### config.mk
export PLATFORM = sky130hd
export DESIGN_NAME = aposta_entrada
export DESIGN_NICKNAME = d
export VERILOG_FILES = /design/src/rtl/aposta_entrada_pkg.sv /design/src/rtl/aposta_entrada_detector_borda.sv /design/src/rtl/aposta_entrada.sv
export SDC_FILE = /design/constraint.sdc
export NUM_CORES = 1
export LEC_CHECK = 0
export ABC_AREA = 1
export BUFFER_PORTS_ARGS = -buffer_cell sky130_fd_sc_hd__clkbuf_2
export CORE_MARGIN = 2
export CORE_UTILIZATION = 43
export CTS_CLUSTER_DIAMETER = 30
export DETAILED_ROUTE_END_ITERATION = 12
export HOLD_SLACK_MARGIN = 0.06
export PLACE_DENSITY = 0.75
export SETUP_SLACK_MARGIN = 0.3
export SYNTH_ARGS = -nofsm -noshare
export SYNTH_HDL_FRONTEND = slang
export SYNTH_SLANG_ARGS = --single-unit
### constraint.sdc
create_clock -name clock -period 2 [get_ports clock]
set_input_delay 0.3 -clock clock [delete_from_list [all_inputs] [get_ports clock]]
set_output_delay 0.3 -clock clock [all_outputs]
set_load 0.02 [all_outputs]
### src/rtl/aposta_entrada_pkg.sv
// Shared definitions for the bet-entry sequencer and its edge detector.
package aposta_entrada_pkg;

  localparam int NUM_W         = 4;
  localparam int N_NUMEROS_DEF = 5;
  localparam int NUM_MAX_DEF   = 15;

  typedef enum logic [1:0] {
    ENTRADA = 2'd0,
    CHEIO   = 2'd1,
    FECHADO = 2'd2
  } estado_t;

endpackage

### src/rtl/aposta_entrada_detector_borda.sv
// Rising-edge detector for a debounced level. The history register presets
// to 1 so a level already high when reset is released never counts as an edge.
module detector_borda (
  input  logic clock,
  input  logic reset,
  input  logic sinal,
  output logic borda
);

  logic sinal_q;

  // Remember last cycle's level; preset high under reset.
  always_ff @(posedge clock) begin
    if (!reset) sinal_q <= 1'b1;
    else        sinal_q <= sinal;
  end

  assign borda = sinal & ~sinal_q;

endmodule

### src/rtl/aposta_entrada.sv
// Bet-entry sequencer: filters keypad picks (range and repeats), issues one
// numero/insere beat per accepted pick and closes the bet with a single fim.
module aposta_entrada
  import aposta_entrada_pkg::*;
#(
  parameter int N_NUMEROS = N_NUMEROS_DEF,
  parameter int NUM_MAX   = NUM_MAX_DEF
) (
  input  logic             clock,
  input  logic             reset,
  input  logic [NUM_W-1:0] digito,
  input  logic             tecla,
  input  logic             confirma,
  input  logic             novo_jogo,
  output logic [NUM_W-1:0] numero,
  output logic             insere,
  output logic             fim,
  output logic             erro,
  output logic [2:0]       contagem,
  output logic             cheio
);

  estado_t              estado, estado_next;
  logic [15:0]          mascara, mascara_next;
  logic [2:0]           contagem_next;
  logic [NUM_W-1:0]     numero_next;
  logic                 insere_next, fim_next, erro_next;
  logic                 press;
  logic                 valido;

  detector_borda u_borda (
    .clock (clock),
    .reset (reset),
    .sinal (tecla),
    .borda (press)
  );

  // A pick is usable when it is in range and not already taken in this bet.
  assign valido = (int'(digito) <= NUM_MAX) && !mascara[digito];
  assign cheio  = (int'(contagem) == N_NUMEROS);

  // FSM state register.
  always_ff @(posedge clock) begin
    if (!reset) estado <= ENTRADA;
    else        estado <= estado_next;
  end

  // Next state and next output values; novo_jogo beats confirma beats press.
  always_comb begin
    estado_next   = estado;
    mascara_next  = mascara;
    contagem_next = contagem;
    numero_next   = numero;
    insere_next   = 1'b0;
    fim_next      = 1'b0;
    erro_next     = 1'b0;
    if (novo_jogo) begin
      estado_next   = ENTRADA;
      mascara_next  = '0;
      contagem_next = '0;
    end else begin
      case (estado)
        ENTRADA: begin
          if (confirma) begin
            erro_next = 1'b1;
          end else if (press) begin
            if (valido) begin
              numero_next          = digito;
              insere_next          = 1'b1;
              mascara_next[digito] = 1'b1;
              contagem_next        = contagem + 3'd1;
              if (int'(contagem_next) == N_NUMEROS) estado_next = CHEIO;
            end else begin
              erro_next = 1'b1;
            end
          end
        end
        CHEIO: begin
          if (confirma) begin
            fim_next    = 1'b1;
            estado_next = FECHADO;
          end else if (press) begin
            erro_next = 1'b1;
          end
        end
        FECHADO: begin
          // Closed bet: presses and confirms are absorbed silently.
        end
        default: estado_next = ENTRADA;
      endcase
    end
  end

  // Output, mask and counter registers.
  always_ff @(posedge clock) begin
    if (!reset) begin
      numero   <= '0;
      insere   <= 1'b0;
      fim      <= 1'b0;
      erro     <= 1'b0;
      contagem <= '0;
      mascara  <= '0;
    end else begin
      numero   <= numero_next;
      insere   <= insere_next;
      fim      <= fim_next;
      erro     <= erro_next;
      contagem <= contagem_next;
      mascara  <= mascara_next;
    end
  end

endmodule

---- Yosys cells after proc, flatten, opt, wreduce, memory -nomap -nowiden ----
Index checks and enable logic that the tools add are counted.
storage, ports and cells
  output and inout bits ................... 11
  input bits .............................. 9
  bits in registers ....................... 29
operators by class
  muxes and demuxes ....................... 18
  eq/ne operators ......................... 9
  reductions and logical operators ........ 8
  add/sub/neg operators ................... 1
  magnitude comparators ................... 2
  bitwise gates (word level) .............. 11
operators with widths
  operator                                              number
  bitwise OR 16 bit                                     1
  2-to-1 mux 2 bit                                      5
  inequality test 2 bit (second input constant)         5
  2-to-1 mux 1 bit                                      9
  NOT 1 bit                                             9
  == test 3 bit (second input constant)                 2
  one-hot mux 2 bit (3 select lines)                    1
  AND reduction 6 bit                                   1
  < comparator 4 x 5 -> 1 bit (second input constant)   1
  AND reduction 5 bit                                   1
  OR reduction 5 bit                                    1
  binary-select mux 1 bit (select 4 bit)                1
  demux 1 bit (select 4 bit)                            1
  >= comparator 4 x 1 -> 1 bit (second input constant)  1
  AND reduction 4 bit                                   1
  adder 3 x 1 -> 3 bit (second input constant)          1
  OR reduction 3 bit                                    1
  == test 2 x 1 -> 1 bit (second input constant)        1
  == test 2 bit (second input constant)                 1
  logical NOT 2 bit                                     1
  one-hot mux 1 bit (2 select lines)                    1
  OR reduction 2 bit                                    1
  bitwise AND 1 bit                                     1
  logical AND 1 bit                                     1

---- Longest topological paths before layout ----
  word-level depth ........................ 7
  mapped depth ............................ 12
  gate-level depth less buffers ........... 12

---- Modules after synthesis ----
A second synthesis with hierarchy kept.
unflattened totals
  cells, all modules ...................... 227
  area, all modules ....................... 1534.0 um^2
by module, submodules not included
  module          seq. area each (um^2)  area an instance (um^2)  instances  cells an instance
  aposta_entrada  560.5                  1500.2                   1          223
  detector_borda  20.0                   33.8                     1          4

---- Least setup slack after synthesis ----
No wires, ideal clock.
  kind .................................... in2reg
  from .................................... in digito[0]
  to ...................................... reg contagem[2]
  setup time .............................. 0.070 ns
  setup slack ............................. 0.674 ns
  cell stages on the path ................. 11
  arrival ................................. 1.255 ns
  buffers on the path ..................... 2
  required time ........................... 1.930 ns
  cell sequence ........................... buf_4 -> nand2_1 -> nand2_1 -> nand2_1 -> nand2_1 -> nand2_1 -> nand2_2 -> nor2_8 -> buf_6 -> nand3_1 -> a21oi_1
on the way
  cells in the longest elaborated chain, start to end .. 4
ends and longest elaborated chain
  item                                    RTL line               text
  start: declaration                      aposta_entrada.sv:11   input logic [NUM_W-1:0] digito,
  binary-select mux 1 bit (select 4 bit)  aposta_entrada.sv:39   assign valido = (int'(digito) <= NUM_MAX) && !mascara[digito];
  2-to-1 mux 1 bit (implied by the code)  aposta_entrada.sv:39
  NOT 1 bit (no source line)              n/a
  AND reduction 4 bit (no source line)    n/a
  end signal: assignment                  aposta_entrada.sv:108  contagem <= contagem_next;
  end: declaration                        aposta_entrada.sv:19   output logic [2:0] contagem,
Every way passes these cells. The select of a mux whose other input is x is not followed.
A chain may end at the register's enable or synchronous reset.

---- Worst setup path in the final report ----
  from .................................... reg contagem[1]
  to ...................................... out cheio
on the way
  cells in the longest elaborated chain, start to end .. 1
ends and longest elaborated chain
  item              RTL line              text
  == test 3 bit     aposta_entrada.sv:40  assign cheio = (int'(contagem) == N_NUMEROS);
  end: declaration  aposta_entrada.sv:20  output logic cheio
Every way passes these cells.

==> flow_metrics.tcl <==
set metrics [dict create \
    fin_nets 249 \
    syn_inst 214 \
    fill_cells 328 \
    cts_buffers 5 \
    required_ns 1.70 \
    startpoint "contagem[1]" \
    crit_type "reg -> out" \
    syn_to_final_growth_pct 16.49 \
    cap_violations 0 \
    cts-root-buf "clkbuf_4" \
    post_drt_via_cell_ratio 4.690 \
    grt_pass1_wl_um 4933 \
    worstSetupEndpoint "cheio" \
    max_freq_mhz 672.0 \
    grt_usage_pct 17.88 \
    rrSetupSlack_ns 0.55 \
    peakVddDrop_mv 0.5849 \
    placed_cell_area_um2 1577 \
    port_buffers 19 \
    cts_setup_buffers 0 \
    ys_warn_count 0 \
    dr.pass1.iters 5 \
    ctsResizeCount 0 \
    post_synth.cell_area_avg_um2 6.735 \
    reg2reg_depth 7 \
    ys_seq_elements 29 \
    crit_fanout 4 \
    clock_latency_ns 0.34 \
    dieWidth_um 61.90 \
    diodes 0 \
    fp-row-count 21 \
    tns_ns 0 \
    finalSetupViolCount 0 \
    min_period_ns 1.488 \
    hold_violations 0 \
    finalCritPeriodShare_pct 74.41 \
    rr_endpoint "numero[2]" \
    arrival_ns 1.19 \
    start_util_pct 43.89 \
    drc_errors 0 \
    drive_above_1_share_pct 15.97 \
    ant_nets 0 \
    status "completed" \
    antenna_found_initial 0 \
    ys_seq_area_share_pct 40.28 \
    rsz0062_at_grt "false" \
    holdBufCountCts 0 \
    grt_max_degree 22 \
    die-area_um2 3831 \
    endpoint_kind "output pin" \
    hp-class "in -> reg" \
    synth_cell_types 23 \
    power_leakage_nw 0.8411 \
    relSlewSlack_pct 74.22 \
    cp-start-kind "flop" \
    clk_pin_slew_ns 0.10 \
    wire_per_inst_um 10.57 \
    htree_levels 2 \
    cts_tree "built" \
    grt_pass1_vias 1137 \
    fin_area_um2 1679 \
    fin_worst_skew_ns 0.01441 \
    clk_path_buf_depth 2 \
    finalWirelength_um 3001 \
    tightest_slew_ns 0.3863 \
    place_hpwl_um 2165 \
    vias 1332 \
    die_y_um 61.90 \
    drt_iter0_drc 54 \
    fp.coreArea_um2 3284 \
    io_pins 20 \
    cts_sinks 29 \
    grt.overflow.total 0 \
    gp_congestion 0.8563 \
    rr_startpoint "estado[1]" \
    power_density_nw_per_um2 750.2 \
    syn-num-nets 226 \
    slew_violations 0 \
    netlist_area_um2 1441 \
]
state kept, by name, indices dropped and copies added, names as in the netlist:
| signal | cells |
|---|---|
| contagem | 3 |
| erro | 1 |
| estado | 2 |
| fim | 1 |
| insere | 1 |
| mascara | 16 |
| numero | 4 |
| u_borda.sinal_q | 1 |
critical path, cell delays in order (launching register included):
cell and delay (ns):
dfxtp_1 0.38, inv_1 0.08, ha_1 0.18, nand2_1 0.06
inv_1 0.03, clkbuf_2 0.14
cell type report:
class / count / area, µm² / area share [%]
multi-input combinational: 155 / 730.7 / 43.52
tap: 46 / 57.56 / 3.428
sequential: 29 / 580.6 / 34.58
clock inverter: 3 / 65.06 / 3.875
timing repair buffer: 22 / 117.6 / 7.004
clock buffer: 5 / 37.54 / 2.235
inverter: 24 / 90.09 / 5.365
cells in the final DEF, fill, tap and decap left out:
cell / instances
nand3_2: 1
xnor2_1: 1
ha_1: 3
inv_2: 2
nand2_2: 2
nor2_2: 1
clkinv_2: 1
nand2_1: 89
dfxtp_1: 29
clkbuf_4: 5
bufinv_16: 2
a21oi_1: 6
inv_1: 22
nor2_8: 1
clkbuf_2: 19
nor3_1: 4
o21ai_0: 2
o21a_1: 1
buf_4: 3
nand3_1: 8
nor4_4: 1
nor2_1: 18
nand4_1: 16
o21ai_1: 1
per-layer routing:
layer | vias to the layer above | part of all wire [%] | global-route usage, %
met3 | 6 | 4.6 | 7.039
met2 | 28 | 44 | 28.42
met5 | - | 0 | 0
met4 | 0 | 1.7 | 6.383
li1 | 721 | - | -
met1 | 577 | 50 | 21.98
through the flow:
step	cells	hold WS (ns)	worst slack [ns]	util, %	total power [mW]
finish	284	0.1487	0.5118	51.12	1.260
detailed placement	276	0.4446	0.2228	48.00	0.6740
global placement	276	0.4399	0.2860	48.00	0.6740
floorplan	214	0.3688	0.6744	-	0.6462
CTS	284	0.1452	0.4930	51.12	1.271
global route	284	0.1668	0.3894	51.12	1.307
report_power, final:
part	internal (mW)	switching, mW
logic	0.0206	0.0579
clock network	0.387	0.211
registers	0.582	0.00215
worst min path at each step:
stage                    start              end  slack (ns)  depth (start not counted)
finish                   tecla  u_borda.sinal_q        0.15                          3
global route             tecla  u_borda.sinal_q        0.17                          3
CTS                      tecla  u_borda.sinal_q        0.15                          3
detailed placement  mascara[1]       mascara[1]        0.44                          2
global placement    mascara[5]       mascara[5]        0.44                          2
floorplan                reset  u_borda.sinal_q        0.37                          1
kinds of logic after synthesis:
family | Yosys count | share of synthesized area [%]
fa+ha+maj | 3 | 2.604
xor+xnor | 1 | 0.6077
simple gates | 141 | 43.84
compound gates | 10 | 3.646
flops | 29 | 40.28
buf+inv | 30 | 9.027
synthesized netlist by cell type, drive strengths merged:
| cell | count | share of area (%) |
|---|---|---|
| nand2 | 91 | 24 |
| dfxtp | 29 | 40 |
| inv | 24 | 6.3 |
| nor2 | 20 | 6.5 |
| nand4 | 16 | 6.9 |
| nand3 | 9 | 3.5 |
| a21oi | 6 | 2.1 |
| buf | 5 | 2.5 |
| nor3 | 4 | 1.4 |
| ha | 3 | 2.6 |
| o21ai | 3 | 1.0 |
| clkbuf | 1 | 0.26 |
| nor4 | 1 | 1.5 |
| o21a | 1 | 0.52 |
| xnor2 | 1 | 0.61 |
Note: power is estimated with default switching activity, not from simulation.
